<file path="src/rtl/clock_lane_rx_if.sv">
// LP line pair, HS activity and status signals of one D-PHY clock lane receiver.
// The master side drives the line/activity inputs; the receiver controller is the slave.
interface clock_lane_rx_if;
  logic lp_p;
  logic lp_n;
  logic hs_act;
  logic hs_term_en;
  logic clk_active;
  logic lane_idle;
  logic err_ctrl;
  logic err_timeout;

  modport master (
    output lp_p, lp_n, hs_act,
    input  hs_term_en, clk_active, lane_idle, err_ctrl, err_timeout
  );

  modport slave (
    input  lp_p, lp_n, hs_act,
    output hs_term_en, clk_active, lane_idle, err_ctrl, err_timeout
  );
endinterface

</file>
<file path="src/rtl/clock_lane_rx.sv">
// D-PHY clock lane RX controller: LP-code filter, HS entry/exit FSM and termination enable.
// Pin change to state: SYNC_STAGES+T_LPX_MIN-1 edges, outputs one edge later; no backpressure.
module clock_lane_rx #(
  parameter int unsigned SYNC_STAGES = 2,
  parameter int unsigned T_LPX_MIN   = 2,
  parameter int unsigned T_ZERO_MAX  = 64,
  parameter int unsigned T_EOT       = 8
) (
  input  logic           i_byte_clk,
  input  logic           i_byte_rst_n,
  clock_lane_rx_if.slave io_lane
);

  localparam int unsigned WW = $clog2(SYNC_STAGES) + 1;
  localparam int unsigned SW = $clog2(T_LPX_MIN) + 1;
  localparam int unsigned TW = $clog2(T_ZERO_MAX) + 1;
  localparam int unsigned EW = $clog2(T_EOT) + 1;

  localparam logic [WW-1:0] WARM_LAST = WW'(SYNC_STAGES - 1);
  localparam logic [SW-1:0] STAB_MAX  = SW'(T_LPX_MIN);
  localparam logic [TW-1:0] TMO_LAST  = TW'(T_ZERO_MAX - 1);
  localparam logic [EW-1:0] EOT_LAST  = EW'(T_EOT - 1);

  localparam logic [1:0] LP00 = 2'b00;
  localparam logic [1:0] LP01 = 2'b01;
  localparam logic [1:0] LP10 = 2'b10;
  localparam logic [1:0] LP11 = 2'b11;

  typedef enum logic [2:0] {
    WAIT_STOP = 3'd0,
    STOP      = 3'd1,
    HS_RQST   = 3'd2,
    BRIDGE    = 3'd3,
    HS        = 3'd4,
    TRAIL     = 3'd5
  } state_t;

  logic [SYNC_STAGES-1:0] r_sync_p;
  logic [SYNC_STAGES-1:0] r_sync_n;
  logic [WW-1:0]          r_warm_cnt;
  logic [1:0]             r_lp_prev;
  logic                   r_prev_vld;
  logic [SW-1:0]          r_stab_cnt;
  state_t                 r_state;
  logic [TW-1:0]          r_tmo_cnt;
  logic [EW-1:0]          r_idle_cnt;
  logic                   r_hs_term_en;
  logic                   r_clk_active;
  logic                   r_lane_idle;
  logic                   r_err_ctrl;
  logic                   r_err_timeout;

  logic [1:0]    w_lp_s;
  logic          w_s_vld;
  logic [SW-1:0] w_stab_nxt;
  logic          w_lp_acc;
  state_t        w_state_nxt;
  logic          w_err_ctrl;
  logic          w_err_timeout;
  logic          w_state_chg;

  always_ff @(posedge i_byte_clk or negedge i_byte_rst_n) begin
    if (!i_byte_rst_n) begin
      r_sync_p <= '1;
      r_sync_n <= '1;
    end else begin
      r_sync_p <= {r_sync_p[SYNC_STAGES-2:0], io_lane.lp_p};
      r_sync_n <= {r_sync_n[SYNC_STAGES-2:0], io_lane.lp_n};
    end
  end

  assign w_lp_s = {r_sync_p[SYNC_STAGES-1], r_sync_n[SYNC_STAGES-1]};

  // Synchronizer reset values are not real pin samples, so they must never
  // contribute to an accepted code; counting starts once real samples emerge.
  always_ff @(posedge i_byte_clk or negedge i_byte_rst_n) begin
    if (!i_byte_rst_n) begin
      r_warm_cnt <= '0;
    end else if (r_warm_cnt != WARM_LAST) begin
      r_warm_cnt <= r_warm_cnt + 1'b1;
    end
  end

  assign w_s_vld = (r_warm_cnt == WARM_LAST);

  always_comb begin
    w_stab_nxt = '0;
    if (w_s_vld) begin
      if (r_prev_vld && (w_lp_s == r_lp_prev)) begin
        w_stab_nxt = (r_stab_cnt >= STAB_MAX) ? STAB_MAX : r_stab_cnt + 1'b1;
      end else begin
        w_stab_nxt = SW'(1);
      end
    end
  end

  assign w_lp_acc = (w_stab_nxt == STAB_MAX);

  always_ff @(posedge i_byte_clk or negedge i_byte_rst_n) begin
    if (!i_byte_rst_n) begin
      r_lp_prev  <= LP11;
      r_prev_vld <= 1'b0;
      r_stab_cnt <= '0;
    end else begin
      r_lp_prev  <= w_lp_s;
      r_prev_vld <= w_s_vld;
      r_stab_cnt <= w_stab_nxt;
    end
  end

  always_ff @(posedge i_byte_clk or negedge i_byte_rst_n) begin
    if (!i_byte_rst_n) begin
      r_state <= WAIT_STOP;
    end else begin
      r_state <= w_state_nxt;
    end
  end

  always_comb begin
    w_state_nxt   = r_state;
    w_err_ctrl    = 1'b0;
    w_err_timeout = 1'b0;
    case (r_state)
      WAIT_STOP: begin
        if (w_lp_acc && (w_lp_s == LP11)) begin
          w_state_nxt = STOP;
        end
      end
      STOP: begin
        if (w_lp_acc) begin
          if (w_lp_s == LP01) begin
            w_state_nxt = HS_RQST;
          end else if (w_lp_s != LP11) begin
            w_err_ctrl  = 1'b1;
            w_state_nxt = WAIT_STOP;
          end
        end
      end
      HS_RQST: begin
        if (w_lp_acc) begin
          if (w_lp_s == LP00) begin
            w_state_nxt = BRIDGE;
          end else if (w_lp_s == LP11) begin
            w_state_nxt = STOP;
          end else if (w_lp_s == LP10) begin
            w_err_ctrl  = 1'b1;
            w_state_nxt = WAIT_STOP;
          end
        end
      end
      BRIDGE: begin
        // Clock activity takes priority over both the timeout and a line change.
        if (io_lane.hs_act) begin
          w_state_nxt = HS;
        end else if (r_tmo_cnt == TMO_LAST) begin
          w_err_timeout = 1'b1;
          w_state_nxt   = WAIT_STOP;
        end else if (w_lp_acc && (w_lp_s != LP00)) begin
          w_err_ctrl  = 1'b1;
          w_state_nxt = WAIT_STOP;
        end
      end
      HS: begin
        if (w_lp_acc && (w_lp_s == LP11)) begin
          w_err_ctrl  = 1'b1;
          w_state_nxt = STOP;
        end else if (!io_lane.hs_act && (r_idle_cnt == EOT_LAST)) begin
          w_state_nxt = TRAIL;
        end
      end
      TRAIL: begin
        if (w_lp_acc && (w_lp_s == LP11)) begin
          w_state_nxt = STOP;
        end else if (r_tmo_cnt == TMO_LAST) begin
          w_err_timeout = 1'b1;
          w_state_nxt   = WAIT_STOP;
        end
      end
      default: begin
        w_state_nxt = WAIT_STOP;
      end
    endcase
  end

  assign w_state_chg = (w_state_nxt != r_state);

  always_ff @(posedge i_byte_clk or negedge i_byte_rst_n) begin
    if (!i_byte_rst_n) begin
      r_tmo_cnt  <= '0;
      r_idle_cnt <= '0;
    end else if (w_state_chg) begin
      r_tmo_cnt  <= '0;
      r_idle_cnt <= '0;
    end else begin
      if (((r_state == BRIDGE) || (r_state == TRAIL)) && (r_tmo_cnt != TMO_LAST)) begin
        r_tmo_cnt <= r_tmo_cnt + 1'b1;
      end
      if (r_state == HS) begin
        if (io_lane.hs_act) begin
          r_idle_cnt <= '0;
        end else if (r_idle_cnt != EOT_LAST) begin
          r_idle_cnt <= r_idle_cnt + 1'b1;
        end
      end
    end
  end

  always_ff @(posedge i_byte_clk or negedge i_byte_rst_n) begin
    if (!i_byte_rst_n) begin
      r_hs_term_en  <= 1'b0;
      r_clk_active  <= 1'b0;
      r_lane_idle   <= 1'b0;
      r_err_ctrl    <= 1'b0;
      r_err_timeout <= 1'b0;
    end else begin
      r_hs_term_en  <= (r_state == BRIDGE) || (r_state == HS);
      r_clk_active  <= (r_state == HS);
      r_lane_idle   <= (r_state == STOP);
      r_err_ctrl    <= w_err_ctrl;
      r_err_timeout <= w_err_timeout;
    end
  end

  assign io_lane.hs_term_en  = r_hs_term_en;
  assign io_lane.clk_active  = r_clk_active;
  assign io_lane.lane_idle   = r_lane_idle;
  assign io_lane.err_ctrl    = r_err_ctrl;
  assign io_lane.err_timeout = r_err_timeout;

endmodule
</file>
<file path="src/flat_wrapper.sv">
// flat-port wrapper written by rule: the top's interface ports become plain ports
module clock_lane_rx_flat 
#(
  parameter int unsigned SYNC_STAGES = 2,
  parameter int unsigned T_LPX_MIN   = 2,
  parameter int unsigned T_ZERO_MAX  = 64,
  parameter int unsigned T_EOT       = 8
)
  (i_byte_clk, i_byte_rst_n, io_lane_lp_p, io_lane_lp_n, io_lane_hs_act, io_lane_hs_term_en, io_lane_clk_active, io_lane_lane_idle, io_lane_err_ctrl, io_lane_err_timeout);
  clock_lane_rx_if io_lane_i ();
  input  logic i_byte_clk;
  input  logic i_byte_rst_n;
  input wire logic [$bits(io_lane_i.lp_p)-1:0] io_lane_lp_p;
  input wire logic [$bits(io_lane_i.lp_n)-1:0] io_lane_lp_n;
  input wire logic [$bits(io_lane_i.hs_act)-1:0] io_lane_hs_act;
  output wire logic [$bits(io_lane_i.hs_term_en)-1:0] io_lane_hs_term_en;
  output wire logic [$bits(io_lane_i.clk_active)-1:0] io_lane_clk_active;
  output wire logic [$bits(io_lane_i.lane_idle)-1:0] io_lane_lane_idle;
  output wire logic [$bits(io_lane_i.err_ctrl)-1:0] io_lane_err_ctrl;
  output wire logic [$bits(io_lane_i.err_timeout)-1:0] io_lane_err_timeout;
  assign io_lane_i.lp_p = io_lane_lp_p;
  assign io_lane_i.lp_n = io_lane_lp_n;
  assign io_lane_i.hs_act = io_lane_hs_act;
  assign io_lane_hs_term_en = io_lane_i.hs_term_en;
  assign io_lane_clk_active = io_lane_i.clk_active;
  assign io_lane_lane_idle = io_lane_i.lane_idle;
  assign io_lane_err_ctrl = io_lane_i.err_ctrl;
  assign io_lane_err_timeout = io_lane_i.err_timeout;
  clock_lane_rx #(.SYNC_STAGES(SYNC_STAGES), .T_LPX_MIN(T_LPX_MIN), .T_ZERO_MAX(T_ZERO_MAX), .T_EOT(T_EOT)) u_core (.i_byte_clk(i_byte_clk), .i_byte_rst_n(i_byte_rst_n), .io_lane(io_lane_i));
endmodule
</file>
<file path="config.mk">
export PLATFORM = sky130hd
export DESIGN_NAME = clock_lane_rx_flat
export DESIGN_NICKNAME = d
export VERILOG_FILES = /design/src/rtl/clock_lane_rx_if.sv /design/src/rtl/clock_lane_rx.sv /design/src/flat_wrapper.sv
export SDC_FILE = /design/constraint.sdc
export NUM_CORES = 1
export LEC_CHECK = 0
export BUFFER_PORTS_ARGS = -buffer_cell sky130_fd_sc_hd__buf_4
export CORE_UTILIZATION = 30
export DETAILED_ROUTE_END_ITERATION = 6
export GPL_TIMING_DRIVEN = 0
export PLACE_DENSITY = 0.53
export SKIP_CTS_REPAIR_TIMING = 1
export SYNTH_ARGS = -nofsm -noshare
export SYNTH_HDL_FRONTEND = slang
export SYNTH_SLANG_ARGS = --single-unit
</file>
<file path="constraint.sdc">
create_clock -name i_byte_clk -period 3.86 [get_ports i_byte_clk]
set_input_delay 0.579 -clock i_byte_clk [delete_from_list [all_inputs] [get_ports i_byte_clk]]
set_output_delay 0.579 -clock i_byte_clk [all_outputs]
set_load 0.02 [all_outputs]
</file>
# Word level (Yosys, flattened, before mapping)
# Index checks and enable logic that the tools add are counted.
# word_totals
elab_cells	93
ff_bits	30
out_inout_bits	5
in_bits	5
# op_classes
add_sub_neg	4
mux	41
reduce_logical	15
n_lt_le_gt_ge	1
eq_ne	18
# ops
op	n
3-bit two-way mux	15
3-bit one-hot mux with 6 select lines	1
4-bit two-way mux	4
1-bit two-way mux	14
7-bit two-way mux	2
7-bit by 1-bit adder with 7-bit output, second input constant	1
7-bit by 6-bit equality test with 1-bit output, second input constant	1
7-bit by 6-bit inequality test with 1-bit output, second input constant	1
2-bit equality test, second input constant	3
3-bit by 2-bit equality test with 1-bit output, second input constant	2
3-bit equality test, second input constant	2
2-bit two-way mux	3
2-bit nonzero test	3
1-bit logical AND	5
2-bit by 1-bit adder with 2-bit output, second input constant	2
4-bit by 1-bit adder with 4-bit output, second input constant	1
2-bit by 1-bit equality test with 1-bit output, second input constant	2
4-bit by 3-bit equality test with 1-bit output, second input constant	1
4-bit by 3-bit inequality test with 1-bit output, second input constant	1
1-bit one-hot mux with 4 select lines	1
3-bit by 1-bit equality test with 1-bit output, second input constant	1
3-bit zero test	1
3-bit inequality test	1
3-bit nonzero test	1
9 further kinds	10

# Longest topological paths before layout
# depth
word_depth	13
mapped_depth	9
mapped_depth_nobuf	8

# Worst setup path after synthesis
# No wires, ideal clock.
# synth_timing
path_type	flip-flop to flip-flop
start	reg u_core.r_warm_cnt[1]
end	reg u_core.r_tmo_cnt[6]
setup_time_ns	0.134
path_buffers	1
synth_period_minus_slack_ns	2.205
required_time_ns	3.726
path_stages_with_launch	9
path_slack_ns	1.655
t_arrival_ns	2.072
path_cell_list	dfrtp_1 > inv_1 > ha_1 > o211ai_1 > or4b_4 > a211o_1 > a41oi_1 > buf_4 > nor4_4
# synth_via
elab_chain_cells	10
word_cells_on_any_way	17
cone_classes	eq/ne (3); mux (11); reduce/logical (3)
# synth_lines
item	line_no	source
from (decl)	clock_lane_rx.sv:40	logic [WW-1:0] r_warm_cnt;
from (signal assigned)	clock_lane_rx.sv:80	r_warm_cnt <= r_warm_cnt + 1'b1;
2-bit by 1-bit equality test with 1-bit output *	clock_lane_rx.sv:84	assign w_s_vld = (r_warm_cnt == WARM_LAST);
named net u_core.w_s_vld	clock_lane_rx.sv:54	logic w_s_vld;
2-bit two-way mux *	clock_lane_rx.sv:88	if (w_s_vld) begin
2-bit equality test *	clock_lane_rx.sv:97	assign w_lp_acc = (w_stab_nxt == STAB_MAX);
1-bit logical AND	clock_lane_rx.sv:158	end else if (w_lp_acc && (w_lp_s != LP00)) begin
3-bit two-way mux	clock_lane_rx.sv:158	
3-bit two-way mux	clock_lane_rx.sv:155	end else if (r_tmo_cnt == TMO_LAST) begin
3-bit two-way mux	clock_lane_rx.sv:153	if (io_lane.hs_act) begin
3-bit one-hot mux with 6 select lines *	clock_lane_rx.sv:123	case (r_state)
3-bit inequality test *	clock_lane_rx.sv:185	assign w_state_chg = (w_state_nxt != r_state);
7-bit two-way mux or 2-bit nonzero test (tied branches)	--	
to (signal assigned)	clock_lane_rx.sv:196	r_tmo_cnt <= r_tmo_cnt + 1'b1;
to (decl)	clock_lane_rx.sv:45	logic [TW-1:0] r_tmo_cnt;
# Mark *: on every way through the listed nets, which the timed path passes. The rest lies on a longest branch.
# A chain may end at the register's enable or synchronous reset.

# Final worst setup path
# layout_timing
start	reg u_core.r_warm_cnt[1]
end	reg u_core.r_tmo_cnt[4]
# The elaborated chain is that of the path after synthesis.

==> reports/summary.txt <==
=====================================================================================
Worst Setup End Kind                                                         register
Total number of nets in the final design                                          176
Top post-synthesis cells by area                                         sky130_fd_sc_hd__dfrtp_1, sky130_fd_sc_hd__dfstp_2, sky130_fd_sc_hd__nor4_2
Final Routed Wirelength                                                       3370 um
Top-area cell type share of the netlist area                                    37.0%
Aggregate negative setup slack                                                   0 ps
Data required time of the worst path                                          4030 ps
Highest-count cells in the layout ignoring fill and taps                 sky130_fd_sc_hd__dfrtp_1, sky130_fd_sc_hd__nand2_1, sky130_fd_sc_hd__buf_4
Total Routing Usage GR                                                          13.5%
Largest net degree at the start of global routing                                  31
Core ar.                                                                     5170 um2
Slew margin rel.                                                                66.6%
Insertion delay to the later sink of the worst-skew pair                       280 ps
Fmax achieved                                                               0.408 GHz
Count of input and output buffers                                                   9
Row Count                                                                          26
Number of buffers added by the clock tree synthesis step                            5
Worst IR drop on VDD                                                         0.214 mV
Depth of the worst register-to-register path                                        8
Number of antenna diodes                                                            0
Largest incremental delay on the critical path                                 520 ps
CTS tree                                                                         done
DRC violations left                                                                 0
Number of flip-flops and latches in the synthesized netlist                        30
Register clock-pin slew on the reported worst setup and hold paths              60 ps
DRT iter0 DRCs                                                                     69
Number of nets with antenna violations after routing                                0
Number of warnings reported in the yosys synthesis log                              0
Ports placed on the boundary                                                       10
Share of the clock period used by the worst path                                63.4%
CP max FO                                                                          10
Critical path, cell by cell                                              inv_1 > ha_1 > o211ai_1 > or4b_4 > a211o_1 > nor3b_1 > buf_6 > nor4_2
Post-route setup slack                                                        1410 ps
Gp weighted congestion                                                          0.882
Number of optimization iterations in the first detailed-route pass                  6
Global-route wire length before repair                                        5600 um
Sequential element share of the synthesized area                                46.8%
Max-capacitance violation count                                                     0
Hold crit path type                                                      primary input to asynchronous set/reset pin
Die Width                                                                     75.5 um
Cell with the largest stage delay on the worst path                      sky130_fd_sc_hd__or4b_4
Async set-or-reset flop fraction in the synthesized netlist                      100%
Effective utilization at floorplan                                              31.3%
Vias post-DR                                                                     1217
Final-report setup violation count                                                  0
Post-synthesis cell count                                                         152
Dominant cell type by area after synthesis                               sky130_fd_sc_hd__dfrtp_1
Number of levels in the clock H-tree                                                2
Initial antenna violation count                                                     0
Run status                                                               complete, no violations
WL/cell                                                                       14.1 um
Final Critical Period                                                         2450 ps
Longest Clk Path Bufs                                                               2
Standby leakage power                                                     0.000755 uW
Synthesized area per cell                                                    10.7 um2
Reg2Reg Setup Slack                                                           1410 ps
Ratio of total power to cell area                                          597 nW/um2
Slew @ Worst Pin                                                               497 ps
Unrepaired setup endpoints after global routing                                    no
Ys flop type                                                             sky130_fd_sc_hd__dfrtp_1
Post-placement setup slack                                                    1380 ps
Count of flip-flops with a built-in enable after synthesis                          0
Kind of critical path                                                    register to register
Residual overflow from global routing                                               0
Netlist cell types                                                                 47
Launch point of the worst reg-to-reg path                                u_core.r_warm_cnt[1]
Arrival time of data at the critical path endpoint                            2620 ps
Synth-to-Final Area Change                                                      15.2%
Die footprint                                                                5700 um2
Clock skew after layout                                                       6.61 ps
Synthesized area                                                             1620 um2
Number of sinks driven by the clock tree                                           30
Vias in the first global route                                                   1149
Vertical extent of the die                                                    75.5 um
HPWL after detailed placement                                                 2440 um
Critical Path Start Type                                                     register
Buffer cell driving the clock tree root                                  sky130_fd_sc_hd__clkbuf_8
Final hold violation count                                                          0
Final max-slew violation count                                                      0
Fraction of final layout cells with drive strength greater than 1               26.0%
Most frequent standard cell in the layout excluding fill and tap cells   sky130_fd_sc_hd__dfrtp_1
Post-Syn Nets                                                                     160
Avg Vias per Cell                                                                5.09
Crit Reg-Reg Endpoint                                                    u_core.r_tmo_cnt[4]
=====================================================================================
layer usage:
layer | track usage [%] | part of all wire [%] | vias to the layer above | routed length [um]
met5 | 0 | 0 | - | 0
met2 | 21.7 | 49 | 30 | 1650
met3 | 3.97 | 3.8 | 4 | 129
met1 | 17.4 | 46 | 586 | 1560
met4 | 4.32 | 0.56 | 0 | 19
li1 | - | - | 597 | -
report_power, final:
group | total [uW] | internal [uW] | switching, uW | leakage [uW]
logic | 481 | 170 | 311 | 0.000331
registers | 379 | 355 | 23.2 | 0.000376
clock network | 256 | 144 | 113 | 0.0000482
through the flow:
step | instance area [um2] | util (%) | power, uW | hold slack [ps] | cells
floorplan | 1620 | - | 745 | 283 | 152
global placement | 1780 | 34.3 | 857 | 347 | 231
detailed placement | 1780 | 34.3 | 863 | 347 | 231
CTS | 1870 | 36.1 | 1130 | 231 | 239
global route | 1870 | 36.1 | 1190 | 248 | 239
finish | 1870 | 36.1 | 1120 | 221 | 239
registers in the layout, indices dropped and copies added, names as in the netlist, 2 cells and up:
| name | flops |
|---|---|
| u_core.r_state | 3 |
| u_core.r_idle_cnt | 4 |
| u_core.r_tmo_cnt | 7 |
| u_core.r_stab_cnt | 2 |
| u_core.r_lp_prev | 2 |
| u_core.r_sync_p | 2 |
| u_core.r_sync_n | 2 |
| u_core.r_warm_cnt | 2 |
synthesized netlist by cell type, drive strengths merged (3+ instances only):
cell type and number:
a21oi 8, buf 6, dfrtp 24, dfstp 6, ha 3, inv 8
nand2 11, nand3 5, nor2 5, nor2b 5, nor3 3, nor3b 4
nor4 14, o211ai 3, o21ai 6, o31ai 4, xnor2 7
worst max path at each step:
stage / cells past startpoint / to / from
finish: 8 / u_core.r_tmo_cnt[4] / u_core.r_warm_cnt[1]
global route: 9 / u_core.r_tmo_cnt[0] / u_core.r_warm_cnt[1]
CTS: 8 / u_core.r_tmo_cnt[4] / u_core.r_warm_cnt[1]
detailed placement: 9 / u_core.r_tmo_cnt[4] / u_core.r_warm_cnt[1]
global placement: 9 / u_core.r_tmo_cnt[4] / u_core.r_warm_cnt[1]
floorplan: 8 / u_core.r_tmo_cnt[6] / u_core.r_warm_cnt[1]
logic make-up after synthesis:
family / synth area share, %
simple gates: 25.1
compound gates: 15.2
flops: 46.8
buf+inv: 4.48
xor+xnor: 4.86
fa+ha+maj: 2.32
mux: 1.31
cell type report:
class / count / area (um2)
timing repair buffer: 9 / 67.6
inverter: 8 / 30.0
fill: 506 / 3300
multi-input combinational: 107 / 791
sequential: 30 / 758
clock buffer: 7 / 86.3
clock inverter: 1 / 5.00
tap: 70 / 87.6
buffer: 7 / 42.5
worst max-delay path: cells and delay by family, from the launching register on:
kind,cells,cell delay (ps)
compound gates,2,500
fa+ha+maj,1,250
buf+inv,2,230
flops,1,380
simple gates,3,1000
Power figures use the tool's default switching activity.
